$ cat config.mk
export PLATFORM = sky130hd
export DESIGN_NAME = button_events
export DESIGN_NICKNAME = d
export VERILOG_FILES = /design/src/rtl/button_events.sv
export SDC_FILE = /design/constraint.sdc
export NUM_CORES = 1
export LEC_CHECK = 0
export ABC_AREA = 1
export CORE_MARGIN = 3
export CORE_UTILIZATION = 55
export CTS_CLUSTER_SIZE = 24
export DETAILED_ROUTE_END_ITERATION = 8
export PLACE_DENSITY = 0.72
export SYNTH_ARGS = -nofsm -noshare
export SYNTH_HDL_FRONTEND = slang
export SYNTH_SLANG_ARGS = --single-unit
$ cat constraint.sdc
create_clock -name clk -period 8.1 [get_ports clk]
set_input_delay 0.81 -clock clk [delete_from_list [all_inputs] [get_ports clk]]
set_output_delay 0.81 -clock clk [all_outputs]
set_load 0.005 [all_outputs]
$ cat src/rtl/button_events.sv
// -----------------------------------------------------------------------------
// button_events
//   N-channel pushbutton front end. Each raw input is polarity-corrected,
//   passed through a 2-flop synchroniser, and debounced on both press and
//   release by a small per-channel FSM. Emits registered one-cycle events:
//   press (debounced rising edge), click (release after a short press),
//   long (press held for LONG_TICKS) and rep (auto-repeat while long).
//
// Ports
//   clk    in  1  system clock
//   reset  in  1  asynchronous active-high reset
//   raw    in  N  unsynchronised button levels (polarity set by ACTIVE_LOW)
//   held   out N  debounced pressed level
//   press  out N  one-cycle pulse when held rises
//   click  out N  one-cycle pulse when held falls after a short press
//   long   out N  one-cycle pulse when a press becomes long
//   rep    out N  one-cycle auto-repeat pulse
// -----------------------------------------------------------------------------
module button_events #(
  parameter int N           = 4,
  parameter int CLK_HZ      = 50_000_000,
  parameter int DEBOUNCE_MS = 20,
  parameter int LONG_MS     = 600,
  parameter int REPEAT_MS   = 200,
  parameter bit ACTIVE_LOW  = 1'b1
) (
  input  logic         clk,
  input  logic         reset,
  input  logic [N-1:0] raw,
  output logic [N-1:0] held,
  output logic [N-1:0] press,
  output logic [N-1:0] click,
  output logic [N-1:0] long,
  output logic [N-1:0] rep
);

  localparam int DB_TICKS   = (CLK_HZ / 32'sd1000) * DEBOUNCE_MS;
  localparam int LONG_TICKS = (CLK_HZ / 32'sd1000) * LONG_MS;
  localparam int REP_TICKS  = (CLK_HZ / 32'sd1000) * REPEAT_MS;

  localparam bit DB_ONE = (DB_TICKS == 32'sd1);
  localparam bit REP_EN = (REP_TICKS != 32'sd0);

  localparam int DCW  = (DB_TICKS > 32'sd1) ? $clog2(DB_TICKS) : 32'sd1;
  localparam int LW   = $clog2(LONG_TICKS);
  localparam int RW   = (REP_TICKS > 32'sd1) ? $clog2(REP_TICKS) : 32'sd1;
  localparam int HCW0 = (LW > RW) ? LW : RW;
  localparam int HCW  = (HCW0 > 32'sd0) ? HCW0 : 32'sd1;

  localparam int REP_LAST_I = REP_EN ? (REP_TICKS - 32'sd1) : 32'sd0;

  localparam logic [DCW-1:0] DB_LAST   = DCW'(DB_TICKS - 32'sd1);
  localparam logic [HCW-1:0] LONG_LAST = HCW'(LONG_TICKS - 32'sd1);
  localparam logic [HCW-1:0] REP_LAST  = HCW'(REP_LAST_I);
  localparam logic [DCW-1:0] DC_ZERO   = '0;
  localparam logic [DCW-1:0] DC_ONE    = DCW'(32'sd1);
  localparam logic [HCW-1:0] HC_ZERO   = '0;
  localparam logic [HCW-1:0] HC_ONE    = HCW'(32'sd1);

  typedef enum logic [1:0] {
    IDLE     = 2'd0,
    PRESS_DB = 2'd1,
    HELD     = 2'd2,
    REL_DB   = 2'd3
  } state_e;

  // Polarity correction: p is 1 when the button is pressed.
  logic [N-1:0] p_s;
  assign p_s = raw ^ {N{ACTIVE_LOW}};

  logic [N-1:0]   sync1_q, sync1_d;
  logic [N-1:0]   sync2_q, sync2_d;
  state_e         state_q [N];
  state_e         state_d [N];
  logic [DCW-1:0] dcnt_q  [N];
  logic [DCW-1:0] dcnt_d  [N];
  logic [HCW-1:0] hcnt_q  [N];
  logic [HCW-1:0] hcnt_d  [N];
  logic [N-1:0]   is_long_q, is_long_d;
  logic [N-1:0]   held_q, held_d;
  logic [N-1:0]   press_q, press_d;
  logic [N-1:0]   click_q, click_d;
  logic [N-1:0]   long_q, long_d;
  logic [N-1:0]   rep_q, rep_d;

  // Transition strobes from the next-state logic into the output logic.
  logic [N-1:0]   go_held_s;
  logic [N-1:0]   go_idle_s;

  // Synchroniser stages.
  assign sync1_d = p_s;
  assign sync2_d = sync1_q;

  // State register: all flops reset asynchronously to "not pressed / idle".
  always_ff @(posedge clk or posedge reset) begin
    if (reset) begin
      sync1_q   <= '0;
      sync2_q   <= '0;
      is_long_q <= '0;
      held_q    <= '0;
      press_q   <= '0;
      click_q   <= '0;
      long_q    <= '0;
      rep_q     <= '0;
      for (int i = 0; i < N; i++) begin
        state_q[i] <= IDLE;
        dcnt_q[i]  <= DC_ZERO;
        hcnt_q[i]  <= HC_ZERO;
      end
    end else begin
      sync1_q   <= sync1_d;
      sync2_q   <= sync2_d;
      is_long_q <= is_long_d;
      held_q    <= held_d;
      press_q   <= press_d;
      click_q   <= click_d;
      long_q    <= long_d;
      rep_q     <= rep_d;
      for (int i = 0; i < N; i++) begin
        state_q[i] <= state_d[i];
        dcnt_q[i]  <= dcnt_d[i];
        hcnt_q[i]  <= hcnt_d[i];
      end
    end
  end

  // Next-state logic: debounce FSM and debounce counter per channel.
  always_comb begin
    go_held_s = '0;
    go_idle_s = '0;
    for (int i = 0; i < N; i++) begin
      state_d[i] = state_q[i];
      dcnt_d[i]  = dcnt_q[i];
      case (state_q[i])
        IDLE: begin
          if (sync2_q[i]) begin
            if (DB_ONE) begin
              state_d[i]   = HELD;
              dcnt_d[i]    = DC_ZERO;
              go_held_s[i] = 1'b1;
            end else begin
              state_d[i] = PRESS_DB;
              dcnt_d[i]  = DC_ONE;
            end
          end else begin
            dcnt_d[i] = DC_ZERO;
          end
        end
        PRESS_DB: begin
          if (!sync2_q[i]) begin
            // Glitch shorter than the debounce window: silently drop it.
            state_d[i] = IDLE;
            dcnt_d[i]  = DC_ZERO;
          end else if (dcnt_q[i] == DB_LAST) begin
            state_d[i]   = HELD;
            dcnt_d[i]    = DC_ZERO;
            go_held_s[i] = 1'b1;
          end else begin
            dcnt_d[i] = dcnt_q[i] + DC_ONE;
          end
        end
        HELD: begin
          if (!sync2_q[i]) begin
            if (DB_ONE) begin
              state_d[i]   = IDLE;
              dcnt_d[i]    = DC_ZERO;
              go_idle_s[i] = 1'b1;
            end else begin
              state_d[i] = REL_DB;
              dcnt_d[i]  = DC_ONE;
            end
          end else begin
            dcnt_d[i] = DC_ZERO;
          end
        end
        REL_DB: begin
          if (sync2_q[i]) begin
            // Release bounce: back to HELD without touching hold timing.
            state_d[i] = HELD;
            dcnt_d[i]  = DC_ZERO;
          end else if (dcnt_q[i] == DB_LAST) begin
            state_d[i]   = IDLE;
            dcnt_d[i]    = DC_ZERO;
            go_idle_s[i] = 1'b1;
          end else begin
            dcnt_d[i] = dcnt_q[i] + DC_ONE;
          end
        end
        default: begin
          state_d[i] = IDLE;
          dcnt_d[i]  = DC_ZERO;
        end
      endcase
    end
  end

  // Output logic: held level, event pulses and hold/repeat timing.
  // The press and release edges take priority over hold counting, which keeps
  // press/long/rep/click mutually exclusive and stops a long or rep pulse from
  // landing in the same cycle that held falls.
  always_comb begin
    held_d    = held_q;
    is_long_d = is_long_q;
    press_d   = '0;
    click_d   = '0;
    long_d    = '0;
    rep_d     = '0;
    for (int i = 0; i < N; i++) begin
      hcnt_d[i] = hcnt_q[i];
      if (go_held_s[i]) begin
        held_d[i]    = 1'b1;
        press_d[i]   = 1'b1;
        hcnt_d[i]    = HC_ZERO;
        is_long_d[i] = 1'b0;
      end else if (go_idle_s[i]) begin
        held_d[i]    = 1'b0;
        click_d[i]   = ~is_long_q[i];
        hcnt_d[i]    = HC_ZERO;
        is_long_d[i] = 1'b0;
      end else if ((state_q[i] == HELD) || (state_q[i] == REL_DB)) begin
        if (!is_long_q[i]) begin
          if (hcnt_q[i] == LONG_LAST) begin
            long_d[i]    = 1'b1;
            is_long_d[i] = 1'b1;
            hcnt_d[i]    = HC_ZERO;
          end else begin
            hcnt_d[i] = hcnt_q[i] + HC_ONE;
          end
        end else if (REP_EN) begin
          if (hcnt_q[i] == REP_LAST) begin
            rep_d[i]  = 1'b1;
            hcnt_d[i] = HC_ZERO;
          end else begin
            hcnt_d[i] = hcnt_q[i] + HC_ONE;
          end
        end else begin
          // Repeat disabled: nothing left to time once long.
          hcnt_d[i] = hcnt_q[i];
        end
      end else begin
        hcnt_d[i] = hcnt_q[i];
      end
    end
  end

  assign held  = held_q;
  assign press = press_q;
  assign click = click_q;
  assign long  = long_q;
  assign rep   = rep_q;

endmodule

* After elaboration in Yosys (flattened, before gate mapping) *
Cells that the tools add are included.

operators by class
  equal/unequal tests = 40
  bitwise gates (word level) = 5
  $add $sub $neg = 8
  muxes and demuxes = 172
  reduce and logical (&&, ||, !) cells = 20

operators with widths
  kind                                                               number
  25-bit two-way mux                                                 24
  20-bit case mux with 4 select lines                                4
  20-bit two-way mux                                                 12
  1-bit two-way mux                                                  104
  25-bit by 1-bit adder with 25-bit output, second input constant    4
  25-bit by 24-bit == test with 1-bit output, second input constant  4
  25-bit == test, second input constant                              4
  20-bit by 1-bit adder with 20-bit output, second input constant    4
  20-bit == test, second input constant                              4
  2-bit two-way mux                                                  24
  2-bit case mux with 4 select lines                                 4
  3-bit != test, second input constant                               8
  2-bit == test, second input constant                               8
  2-bit != test, second input constant                               8
  4-bit AND reduction                                                4
  3-bit nonzero test                                                 4
  2-bit by 1-bit == test with 1-bit output, second input constant    4
  2-bit zero test                                                    4
  2-bit nonzero test                                                 4
  1-bit logical OR                                                   4
  1-bit NOT                                                          4
  4-bit NOT                                                          1

storage, ports and cells
  register bits = 220
  input bits = 6
  word-level logic and storage cells = 271

* Longest topological paths before layout *
Gate-level depths: netlist of run 1.

  depth after elaboration = 6
  gate-level depth with buffers = 13

* Worst setup path after synthesis of run 1 *
OpenSTA, ideal clock, no wires.

  path kind = reg2reg
  from = reg dcnt_q[40] (netlist name)
  to = reg hcnt_q[52] (netlist name)
  slack = 6.466 ns
  data arrival time = 1.502 ns
  stages on the path, launching flop included = 12
  library setup time = 0.132 ns
  cells stage by stage = dfrtp_1 ha_1 nand3_1 nor2_1 inv_1 nor2_4 nand3_4 nand2_2 inv_2 buf_2 nand2_1 o21ai_0

between the ends
  longest elaborated chain between the ends = 6

ends and longest elaborated chain
  item                             RTL line  source
  start, declared                  75        logic [DCW-1:0] dcnt_q [N];
  start signal, assigned by index  121       dcnt_q[i] <= dcnt_d[i];
  20-bit == test *                 154, 181
  1-bit two-way mux *              154, 181
  1-bit two-way mux                177       if (sync2_q[i]) begin
  1-bit two-way mux                134       case (state_q[i])
  25-bit two-way mux               215       end else if (go_idle_s[i]) begin
  25-bit two-way mux               210       if (go_held_s[i]) begin
  end signal, assigned by index    122       hcnt_q[i] <= hcnt_d[i];
  end, declared                    77        logic [HCW-1:0] hcnt_q [N];

Mark *: on every way between the ends. The rest lies on a longest branch, timed or not.
A chain may end at the register's enable or synchronous reset.

==> reports/metrics.json, run 1 <==
{
  "status": {"value": "complete, no violations"},
  "finalMaxSlewViolations": {"value": 0},
  "sequentialPowerShare": {"value": 48.7, "unit": "%"},
  "dp_hpwl": {"value": 22.2, "unit": "mm"},
  "power_leakage": {"value": 6.68, "unit": "nW"},
  "layout_worst_path_cycle_share": {"value": 29.0, "unit": "%"},
  "floorplan.initialDensity": {"value": 56.6, "unit": "%"},
  "postRouteWirelength": {"value": 30.6, "unit": "mm"},
  "grt_setup_unrepaired": {"value": "no"},
  "cts-buffers-inserted": {"value": 26},
  "floorplan_core_area": {"value": 0.0237, "unit": "mm²"},
  "power_density_over_cell_area": {"value": 155, "unit": "mW/mm²"},
  "crit_path_end_kind": {"value": "asynchronous set/reset pin"},
  "first_global_vias": {"value": 11600},
  "upper_clock_frequency_limit": {"value": 0.426, "unit": "GHz"},
  "asyncSetResetFlopFracSynth": {"value": 100, "unit": "%"},
  "synthesis.nets": {"value": 1944},
  "postCtsResizedCells": {"value": 0},
  "synth.lib_cells_used.distinct": {"value": 44},
  "synth.yosys.warnings": {"value": 0},
  "comb_power_share": {"value": 2.0, "unit": "%"},
  "p_sw_share": {"value": 21.8, "unit": "%"},
  "clockPowerShare": {"value": 49.3, "unit": "%"},
  "sequential_area_share_after_synthesis": {"value": 41.1, "unit": "%"},
  "final_core_util": {"value": 62.0, "unit": "%"},
  "drt_iter0_drc": {"value": 701},
  "switching_power": {"value": 0.498, "unit": "mW"},
  "routed-via-count": {"value": 12300},
  "synth.avg_cell_area": {"value": 6.94, "unit": "µm²"},
  "dp.cells": {"value": 2245},
  "synth.ff_latch_count": {"value": 220},
  "dr.pass1.iters": {"value": 5},
  "buffer_ports.inserted": {"value": 25},
  "path_clk_slew": {"value": 0.06, "unit": "ns"},
  "stdcell_area": {"value": 0.0147, "unit": "mm²"},
  "timing.reg2reg.worst_path_depth": {"value": 10},
  "tns": {"value": 0, "unit": "ns"},
  "grt_overflow": {"value": 0},
  "drive_above_1_share": {"value": 5.49, "unit": "%"},
  "worst-slew-pin-transition": {"value": 1.04, "unit": "ns"},
  "detail_route.wl_per_cell": {"value": 13.4, "unit": "µm"},
  "ys_dominant_reg_cell": {"value": "dfrtp_1"},
  "fill_cells": {"value": 2212},
  "ctsLongestPathBuffers": {"value": 3},
  "tritoncts_clock_tree": {"value": "built"},
  "finalSetupViolations": {"value": 0},
  "die_w": {"value": 162, "unit": "µm"},
  "internal_portion_of_total_power": {"value": 1.78, "unit": "mW"},
  "cp.arrival": {"value": 2.86, "unit": "ns"},
  "final_cells": {"value": 2287},
  "setup.worst_path.start_class": {"value": "input pin"},
  "clock-sinks": {"value": 220},
  "post_drt_via_cell_ratio": {"value": 5.37},
  "clk_root_buffer_cell": {"value": "clkbuf_16"},
  "cts.hold.buffers_added": {"value": 0},
  "antenna_violating_nets_post_route": {"value": 0},
  "ioPinCount": {"value": 26},
  "syn_to_final_growth": {"value": 9.58, "unit": "%"},
  "holdCritPathClass": {"value": "reg -> reg"},
  "final_net_count": {"value": 1968},
  "finalPower": {"value": 2.28, "unit": "mW"},
  "groute.usage.overall": {"value": 23.7, "unit": "%"},
  "worstPathRequired": {"value": 8.61, "unit": "ns"},
  "syn_area": {"value": 0.0134, "unit": "mm²"},
  "grt_pass1_wl": {"value": 53.3, "unit": "mm"},
  "rows": {"value": 56},
  "route.detailed.drc": {"value": 0},
  "place_area": {"value": 0.0139, "unit": "mm²"},
  "syn-instance-count": {"value": 1930},
  "htreeDepth": {"value": 1},
  "synth_enable_flop_cells": {"value": 0},
  "grt_start_max_net_pins": {"value": 145},
  "gpl.final_weighted_congestion": {"value": 0.950},
  "crit_path_max_fo": {"value": 144},
  "clock-skew-final": {"value": 0.0143, "unit": "ns"},
  "cap_violations": {"value": 0},
  "slew_headroom": {"value": 30.8, "unit": "%"},
  "number_of_antenna_violations_at_the_first_check_in_global_routing": {"value": 0},
  "setup_fix_bufs_post_cts": {"value": 0},
  "critical_path_class": {"value": "in -> async"},
  "finalCriticalPeriod": {"value": 2.35, "unit": "ns"},
  "die-area": {"value": 0.0263, "unit": "mm²"},
  "antenna_cells_inserted": {"value": 0},
  "report.final.hold_viol_count": {"value": 0},
  "fp.dieH": {"value": 162, "unit": "µm"},
  "irDropWorstVdd": {"value": 0.205, "unit": "mV"},
  "worstHoldPathCells": {"value": 0},
  "clock_latency": {"value": 0.52, "unit": "ns"}
}
[cell families (layout without fill, tap and decap cells)]
| logic type | count (synthesis) | in the layout | synth area share [%] |
|---|---|---|---|
| buffers and inverters | 299 | 337 | 9.04 |
| and+or+nand+nor | 1232 | 1232 | 40.9 |
| AOI/OAI and AO/OA | 125 | 125 | 5.17 |
| xor gates and xnor gates | 46 | 46 | 3.01 |
| DFF | 220 | 220 | 41.1 |
| adders and majority gates | 8 | 8 | 0.747 |
[final timing paths]
kind                            start          to  slack, ns
min in group asynchronous       reset    click[0]       0.86
min reg2reg                sync1_q[1]  sync2_q[1]       0.35
min                        sync1_q[1]  sync2_q[1]       0.35
max reg2reg                hcnt_q[25]  hcnt_q[28]       5.91
max                             reset  dcnt_q[25]       5.75
max in group clk             click[2]    click[2]       5.88
[cell usage in the layout (no fill, tap or decap), drive strengths merged, types with 7 or more instances in the layout]
cell type	Yosys	layout
o21a	7	7
inv	268	271
nor3b	8	8
nand3	166	166
clkdlybuf4s50	0	25
nor3	80	80
a21oi	42	42
o21ai	55	55
nor4	9	9
dfrtp	220	220
ha	8	8
xnor2	10	10
nand4	81	81
clkbuf	2	34
xor2	36	36
nand2	520	520
nor2	360	360
[power by group through the flow]
stage,logic (mW),clock network [mW],registers (mW)
6_report,0.0460,1.12,1.11
5_1_grt,0.0547,1.20,1.11
4_1_cts,0.0487,1.15,1.11
3_5_place_dp,0.0484,0,1.13
3_3_place_gp,0.0478,0,1.13
2_1_floorplan,0.0346,0,1.13
[layout make-up]
cell class	count	area [µm²]	area share, %
well taps	319	399	2.72
flip-flops and latches	220	5510	37.5
clock buffers	34	732	4.99
repair buffers	26	258	1.76
multi-input cells	1411	6680	45.5
inverters	269	1020	6.93
clock inverters	8	88.8	0.605
[synth_stat cells, types with 4 or more instances]
master    count  area [µm²]
o21ai_0      51         255
nor3_2        8        80.1
nor2_2       21         131
ha_1          8         100
inv_2        10        37.5
buf_4         4        30.0
nand3_1     161         806
nor4_1        8        50.1
buf_2        17        85.1
nor3b_1       7        52.6
nor2_4        8        90.1
dfrtp_1     220        5510
inv_1       258         968
nor2_1      331        1240
nand2_2       9        56.3
nor3_1       70         350
nand4_1      81         507
a31oi_1       5        31.3
o21a_1        7        52.6
xor2_1       36         315
nand2_1     509        1910
o21ai_1       4        20.0
xnor2_1      10        87.6
a21oi_1      42         210
nand3b_1      4        30.0
buf_6         7        78.8
[registers in the layout (all words and copies together), names as in the netlist, named ones only]
signal     count
click          4
dcnt_q        80
hcnt_q       100
held           4
is_long_q      4
long           4
press          4
rep            4
state_q        4
sync1_q        4
sync2_q        4
[through the flow]
stage               hold WS, ns  setup slack (ns)
finish                    0.352              5.75
global route              0.366              5.35
CTS                       0.350              5.52
detailed placement        0.336              4.97
global placement          0.332              4.96
floorplan                 0.331              1.27
[worst max-delay path: stages]
cell and delay, ns:
clkdlybuf4s50_1 0.49, inv_8 0.63, buf_4 0.87
[layer usage]
metal  routed length, µm  share of wire, %  track usage, %  up-vias
met5                   0                 0               0        -
met4                 725               2.4            6.09        0
met3                1560               5.1            2.78       61
met2               14200                46            39.6      306
met1               14200                46            33.1     5720
li1                    -                 -               -     6204
Power figures use the tool's default switching activity.
==> run 2: changes to the inputs <==
- clock period: 8.1 -> 2.3 ns (I/O delays scaled with it)
==> run 2 against run 1 <==
Effect of this change: critical path depth grew 6; routed wire length is 2.6% higher; core utilization up 0.79 points; via count shrank 0.67%; combinational power grew to 3.9 times the previous value; clock power grew to 3.5 times the previous value; hold slack lost 0.16 ns; sequential cell count is the same; clock skew fell by 0.0054 ns; final cell count is 0.87% higher; largest power group unchanged; first-iteration DRC count rose by 27%.
==> reports/metrics.json, run 2 (same netlist as run 1, synthesis figures left out) <==
{
  "power_density_over_cell_area": {"value": 539, "unit": "mW/mm²", "change": "+250%"},
  "tns": {"value": 0, "unit": "ns", "change": "unchanged"},
  "groute.usage.overall": {"value": 24.4, "unit": "%", "change": "+0.72 points"},
  "routed-via-count": {"value": 12200, "change": "-0.67%"},
  "upper_clock_frequency_limit": {"value": 0.491, "unit": "GHz"},
  "holdCritPathClass": {"value": "in -> reg"},
  "cap_violations": {"value": 0, "change": "unchanged"},
  "final_cells": {"value": 2307, "change": "+0.87%"},
  "grt_setup_unrepaired": {"value": "no"},
  "crit_path_max_fo": {"value": 20, "change": "-86%"},
  "buffer_ports.inserted": {"value": 25, "change": "unchanged"},
  "die_w": {"value": 162, "unit": "µm", "change": "unchanged"},
  "setup_fix_bufs_post_cts": {"value": 0, "change": "unchanged"},
  "die-area": {"value": 0.0263, "unit": "mm²", "change": "unchanged"},
  "finalMaxSlewViolations": {"value": 0, "change": "unchanged"},
  "floorplan_core_area": {"value": 0.0237, "unit": "mm²", "change": "unchanged"},
  "first_global_vias": {"value": 11500, "change": "-0.90%"},
  "tritoncts_clock_tree": {"value": "built"},
  "rows": {"value": 56, "change": "unchanged"},
  "htreeDepth": {"value": 1, "change": "unchanged"},
  "clockPowerShare": {"value": 49.0, "unit": "%", "change": "-0.3 points"},
  "ctsLongestPathBuffers": {"value": 3, "change": "unchanged"},
  "dr.pass1.iters": {"value": 5, "change": "unchanged"},
  "final_net_count": {"value": 1985, "change": "+0.86%"},
  "grt_pass1_wl": {"value": 54.3, "unit": "mm", "change": "+2.0%"},
  "grt_overflow": {"value": 0, "change": "unchanged"},
  "syn_to_final_growth": {"value": 11.0, "unit": "%"},
  "cp.arrival": {"value": 2.45, "unit": "ns", "change": "-0.41 ns"},
  "worst-slew-pin-transition": {"value": 0.476, "unit": "ns", "change": "-0.563 ns"},
  "status": {"value": "complete, no violations"},
  "report.final.hold_viol_count": {"value": 0, "change": "unchanged"},
  "sequentialPowerShare": {"value": 48.7, "unit": "%", "change": "about the same"},
  "layout_worst_path_cycle_share": {"value": 88.6, "unit": "%"},
  "timing.reg2reg.worst_path_depth": {"value": 9, "change": "-1"},
  "largest_register_ffs": {"value": 100, "change": "unchanged"},
  "drt_iter0_drc": {"value": 890, "change": "+27%"},
  "detail_route.wl_per_cell": {"value": 13.6, "unit": "µm", "change": "+1.7%"},
  "path_clk_slew": {"value": 0.06, "unit": "ns", "change": "about the same"},
  "layout_commonest_cell": {"value": "nand2_1"},
  "route.detailed.drc": {"value": 0, "change": "unchanged"},
  "post_drt_via_cell_ratio": {"value": 5.29, "change": "-1.5%"},
  "clock-skew-final": {"value": 0.00883, "unit": "ns", "change": "-0.00545 ns"},
  "setup.worst_path.start_class": {"value": "flop"},
  "floorplan.initialDensity": {"value": 56.6, "unit": "%", "change": "unchanged"},
  "postCtsResizedCells": {"value": 0, "change": "unchanged"},
  "grt_start_max_net_pins": {"value": 79, "change": "-46%"},
  "p_sw_share": {"value": 21.1, "unit": "%", "change": "-0.73 points"},
  "pre_cts_setup_slack": {"value": 0.251, "unit": "ns", "change": "-4.72 ns"},
  "postRouteWirelength": {"value": 31.4, "unit": "mm", "change": "+2.6%"},
  "power_leakage": {"value": 6.80, "unit": "nW", "change": "+1.8%"},
  "finalCriticalPeriod": {"value": 2.04, "unit": "ns"},
  "critical_path_class": {"value": "reg -> reg"},
  "antenna_violating_nets_post_route": {"value": 0, "change": "unchanged"},
  "drive_above_1_share": {"value": 6.49, "unit": "%", "change": "+1.0 points"},
  "finalSetupViolations": {"value": 0, "change": "unchanged"},
  "dp_hpwl": {"value": 23.5, "unit": "mm", "change": "+6.0%"},
  "gpl.final_weighted_congestion": {"value": 0.959, "change": "+0.98%"},
  "irDropWorstVdd": {"value": 0.636, "unit": "mV", "change": "+210%"},
  "slew_headroom": {"value": 68.0, "unit": "%", "change": "+37 points"},
  "crit_path_end_kind": {"value": "flop"},
  "number_of_antenna_violations_at_the_first_check_in_global_routing": {"value": 0, "change": "unchanged"},
  "worstPathRequired": {"value": 2.72, "unit": "ns", "change": "-5.89 ns"},
  "clock-sinks": {"value": 220, "change": "unchanged"},
  "antenna_cells_inserted": {"value": 0, "change": "unchanged"},
  "clk_root_buffer_cell": {"value": "clkbuf_16"},
  "comb_power_share": {"value": 2.3, "unit": "%", "change": "+0.3 points"},
  "final_cell_mix": {"value": "nand2_1, nor2_1, inv_1, dfrtp_1, nand3_1"},
  "cts.hold.buffers_added": {"value": 0, "change": "unchanged"},
  "fp.dieH": {"value": 162, "unit": "µm", "change": "unchanged"},
  "dp.cells": {"value": 2263, "change": "+0.80%"},
  "internal_portion_of_total_power": {"value": 6.32, "unit": "mW", "change": "+250%"},
  "ioPinCount": {"value": 26, "change": "unchanged"},
  "final.setup.worst_slack": {"value": 0.263, "unit": "ns", "change": "-5.49 ns"},
  "cts-buffers-inserted": {"value": 25, "change": "-3.8%"},
  "final_core_util": {"value": 62.8, "unit": "%", "change": "+0.79 points"},
  "worstHoldPathCells": {"value": 2, "change": "+2"},
  "register_ranked_first_by_flip_flop_count": {"value": "hcnt_q"},
  "switching_power": {"value": 1.69, "unit": "mW", "change": "+240%"},
  "clock_latency": {"value": 0.51, "unit": "ns", "change": "about the same"},
  "largest_registers": {"value": "hcnt_q x100, dcnt_q x80"}
}
-- run 2: cell types whose count changed in the layout (fill, tap and decap cells not counted), sizes merged --
cell / change
buf: +18
clkbuf: +4
clkinv: +4
inv: -4
clkinvlp: -2
-- run 2: final timing paths --
check | startpoint | end | slack [ns]
max in group asynchronous | reset | hcnt_q[40] | 1.66
worst max-delay path | dcnt_q[40] | hcnt_q[63] | 0.26
min in group asynchronous | reset | dcnt_q[16] | 0.24
worst min register to register | sync1_q[0] | sync2_q[0] | 0.35
worst max register to register | dcnt_q[40] | hcnt_q[63] | 0.26
worst min-delay path | raw[3] | sync1_q[3] | 0.19
-- run 2: layout make-up --
type	count	area, µm²
Clock buffer	38	764
Clock inverter	6	58.8
Fill cell	2197	8820
Inverter	269	1010
Multi-Input combinational cell	1411	6680
Sequential cell	220	5510
Tap cell	319	399
Timing Repair Buffer	44	443
-- run 2: through the flow --
stage | power, mW | hold slack, ns | cell area [µm²]
6_report | 8.02 | 0.191 | 14900
5_1_grt | 8.32 | 0.183 | 14900
4_1_cts | 8.13 | 0.173 | 14900
3_5_place_dp | 4.17 | 0.341 | 14000
3_3_place_gp | 4.16 | 0.332 | 14000
2_1_floorplan | 4.10 | 0.289 | 13400
-- run 2: critical path, stage by stage, from the launching register on --
cell and delay [ns]:
dfrtp_1 0.37, ha_1 0.19, nand3_1 0.12, nor2_1 0.14, inv_1 0.10, nor2_4 0.16, nand3_4 0.12, nand2_2 0.29
inv_2 0.22, o21ai_0 0.23
-- run 2: layer usage --
layer | track usage (%) | share of wire (%)
met1 | 35.4 | 47
met2 | 39.2 | 45
met3 | 2.96 | 5.0
met4 | 6.17 | 2.2
met5 | 0 | 0
-- run 2: power by group through the flow --
stage	sequential, mW	clock [mW]	combinational [mW]
final	3.91	3.93	0.180
after global routing	3.91	4.20	0.211
after CTS	3.91	4.04	0.189
after detailed placement	3.98	0	0.189
after global placement	3.98	0	0.184
after floorplan	3.98	0	0.122
==> run 3: changes to the inputs <==
- SETUP_SLACK_MARGIN: default -> 0.4
==> run 3 against run 2 <==
Effect of this change: hold slack about the same; die area unchanged; clock-buffer cell count unchanged; clock power about the same; first-iteration DRC count increased by 8.4%; combinational power increased by 4%; global-route usage increased by 0.18 points; worst setup slack improved by 0.22 ns; largest cell class unchanged; clock skew decreased by 0.0022 ns; sequential power about the same; critical path depth increased by 3; via count increased by 3.0%.
==> reports/metrics.json, run 3 (same netlist as run 1, synthesis figures left out) <==
{
  "status": {"value": "complete, no violations"},
  "antenna_violating_nets_post_route": {"value": 0, "change": "unchanged"},
  "critical_path_class": {"value": "reg -> reg"},
  "grt_overflow": {"value": 0, "change": "unchanged"},
  "dp.cells": {"value": 2263, "change": "unchanged"},
  "upper_clock_frequency_limit": {"value": 0.551, "unit": "GHz", "change": "+12%"},
  "cp.arrival": {"value": 2.26, "unit": "ns", "change": "-0.19 ns"},
  "dr.pass1.iters": {"value": 5, "change": "unchanged"},
  "buffer_ports.inserted": {"value": 25, "change": "unchanged"},
  "report.final.hold_viol_count": {"value": 0, "change": "unchanged"},
  "die-area": {"value": 0.0263, "unit": "mm²", "change": "unchanged"},
  "timing.reg2reg.worst_path_depth": {"value": 12, "change": "+3"},
  "holdCritPathClass": {"value": "in -> reg"},
  "largest_register_ffs": {"value": 100, "change": "unchanged"},
  "layout_worst_path_cycle_share": {"value": 78.8, "unit": "%", "change": "-9.7 points"},
  "finalPower": {"value": 8.03, "unit": "mW", "change": "about the same"},
  "crit_path_end_kind": {"value": "flop"},
  "ctsLongestPathBuffers": {"value": 3, "change": "unchanged"},
  "rows": {"value": 56, "change": "unchanged"},
  "worst-slew-pin-transition": {"value": 0.539, "unit": "ns", "change": "+0.0635 ns"},
  "grt_setup_unrepaired": {"value": "yes"},
  "final_net_count": {"value": 2024, "change": "+2.0%"},
  "power_leakage": {"value": 7.13, "unit": "nW", "change": "+4.9%"},
  "tritoncts_clock_tree": {"value": "built"},
  "floorplan_core_area": {"value": 0.0237, "unit": "mm²", "change": "unchanged"},
  "crit-reg2reg-capture": {"value": "hcnt_q[12]"},
  "ioPinCount": {"value": 26, "change": "unchanged"},
  "route.detailed.drc": {"value": 0, "change": "unchanged"},
  "hold_start": {"value": "raw[3]"},
  "finalCriticalPeriod": {"value": 1.81, "unit": "ns", "change": "-0.224 ns"},
  "finalMaxSlewViolations": {"value": 0, "change": "unchanged"},
  "reg2reg_from": {"value": "dcnt_q[0]"},
  "postRouteWirelength": {"value": 33.2, "unit": "mm", "change": "+5.5%"},
  "antenna_cells_inserted": {"value": 0, "change": "unchanged"},
  "setup.reg_to_reg.worst_slack": {"value": 0.49, "unit": "ns", "change": "+0.22 ns"},
  "clk_root_buffer_cell": {"value": "clkbuf_16"},
  "power_density_over_cell_area": {"value": 514, "unit": "mW/mm²", "change": "-4.7%"},
  "routed-via-count": {"value": 12600, "change": "+3.0%"},
  "groute.usage.overall": {"value": 24.6, "unit": "%", "change": "+0.18 points"},
  "crit_start": {"value": "dcnt_q[0]"},
  "floorplan.initialDensity": {"value": 56.6, "unit": "%", "change": "unchanged"},
  "worstPathRequired": {"value": 2.74, "unit": "ns", "change": "+0.02 ns"},
  "cap_violations": {"value": 0, "change": "unchanged"},
  "clock-sinks": {"value": 220, "change": "unchanged"},
  "dp_hpwl": {"value": 23.5, "unit": "mm", "change": "unchanged"},
  "clock-skew-final": {"value": 0.00666, "unit": "ns", "change": "-0.00217 ns"},
  "crit_path_max_fo": {"value": 5, "change": "-75%"},
  "drive_above_1_share": {"value": 11.3, "unit": "%", "change": "+4.8 points"},
  "grt_start_max_net_pins": {"value": 79, "change": "unchanged"},
  "fp.dieH": {"value": 162, "unit": "µm", "change": "unchanged"},
  "number_of_antenna_violations_at_the_first_check_in_global_routing": {"value": 0, "change": "unchanged"},
  "detail_route.wl_per_cell": {"value": 14.1, "unit": "µm", "change": "+3.8%"},
  "syn_to_final_growth": {"value": 16.6, "unit": "%"},
  "gpl.final_weighted_congestion": {"value": 0.959, "change": "unchanged"},
  "register_ranked_first_by_flip_flop_count": {"value": "hcnt_q"},
  "grt_pass1_wl": {"value": 54.7, "unit": "mm", "change": "+0.70%"},
  "timing.critical_path.to": {"value": "hcnt_q[12]"},
  "ff_latch_area": {"value": 0.00551, "unit": "mm²", "change": "+0.11%"},
  "finalSetupViolations": {"value": 0, "change": "unchanged"},
  "clock_latency": {"value": 0.51, "unit": "ns", "change": "about the same"},
  "slew_headroom": {"value": 64.0, "unit": "%", "change": "-4.0 points"},
  "multi_input_comb_area": {"value": 0.00712, "unit": "mm²", "change": "+6.6%"},
  "final_cells": {"value": 2346, "change": "+1.7%"},
  "drt_iter0_drc": {"value": 965, "change": "+8.4%"},
  "setup.worst_path.start_class": {"value": "flop"},
  "largest_registers": {"value": "hcnt_q x100, dcnt_q x80"},
  "die_w": {"value": 162, "unit": "µm", "change": "unchanged"},
  "post_drt_via_cell_ratio": {"value": 5.36, "change": "+1.3%"},
  "first_global_vias": {"value": 11500, "change": "+0.33%"},
  "htreeDepth": {"value": 1, "change": "unchanged"},
  "cts.hold.buffers_added": {"value": 0, "change": "unchanged"},
  "irDropWorstVdd": {"value": 0.636, "unit": "mV", "change": "about the same"},
  "fill_cells": {"value": 2082, "change": "-5.2%"},
  "cts-buffers-inserted": {"value": 25, "change": "unchanged"},
  "path_clk_slew": {"value": 0.06, "unit": "ns", "change": "about the same"},
  "final_cell_mix": {"value": "nand2_1, nor2_1, inv_1, dfrtp_1, nand3_1"},
  "layout_commonest_cell": {"value": "nand2_1"}
}
## run 3: cell types whose count changed in the layout (fill, tap and decap cells not counted), moves of 6 or more
| cell | delta |
|---|---|
| buf_4 | +27 |
| nor2_1 | -16 |
| nor2_4 | +14 |
| nand3_1 | -13 |
| nand2_4 | +9 |
| nand3_2 | +9 |
| inv_1 | -8 |
| ha_1 | -6 |
| nand2_1 | -6 |
## run 3: per-stage QoR
step	worst slack (ns)	utilization, %	cell area, µm²	TNS, ns	hold WS, ns
after floorplan	-0.798	-	13400	-175.58	0.289
after global placement	0.335	59.3	14000	0	0.332
after detailed placement	0.251	59.3	14000	0	0.341
after CTS	0.391	63.1	15000	0	0.173
after global routing	0.350	65.9	15600	0	0.183
final	0.487	65.9	15600	0	0.191
## run 3: cell type report
| type | count | area share [%] |
|---|---|---|
| clock buffer | 38 | 4.90 |
| clock inverter | 6 | 0.377 |
| inverter | 269 | 6.59 |
| multi-input combinational | 1417 | 45.6 |
| sequential | 220 | 35.3 |
| tap | 319 | 2.56 |
| timing repair buffer | 76 | 4.61 |
| timing repair inverter | 1 | 0.0481 |
## run 3: routing by layer
metal	part of all wire (%)	global-route usage, %	routed length (µm)	vias up
li1	-	-	-	6336
met1	46	35.7	15300	5827
met2	46	39.4	15400	363
met3	5.5	2.98	1810	47
met4	2.1	6.28	712	0
met5	0	0	0	-
## run 3: how the worst min path moves through the flow
stage / end / slack [ns] / cells after the start
2_1_floorplan: sync1_q[0] / 0.29 / 1
3_3_place_gp: sync2_q[1] / 0.33 / 0
3_5_place_dp: sync2_q[2] / 0.34 / 0
4_1_cts: sync1_q[3] / 0.17 / 2
5_1_grt: sync1_q[2] / 0.18 / 2
6_report: sync1_q[3] / 0.19 / 2
## run 3: what timing repair did
item	4_1_cts	5_1_grt
endpoints found under the setup margin	70	110
cloned	1	7
setup buffers	5	26
pin swaps	3	35
gates resized for setup	8	104
## run 3: power by group
group / internal [mW] / switching, mW
Clock: 2.39 / 1.54
Combinational: 0.0497 / 0.138
Sequential: 3.89 / 0.0183
## run 3: critical path, stage by stage, from the launching register on
cell and delay, ns:
dfrtp_1 0.37, ha_2 0.19, nand2_2 0.07, nor2_4 0.16
nand2_4 0.08, nor2_4 0.16, nand3_4 0.16, nand2_8 0.13
buf_4 0.14, nand3_1 0.07, nand2_1 0.06, nand2_1 0.05
nor2_1 0.09
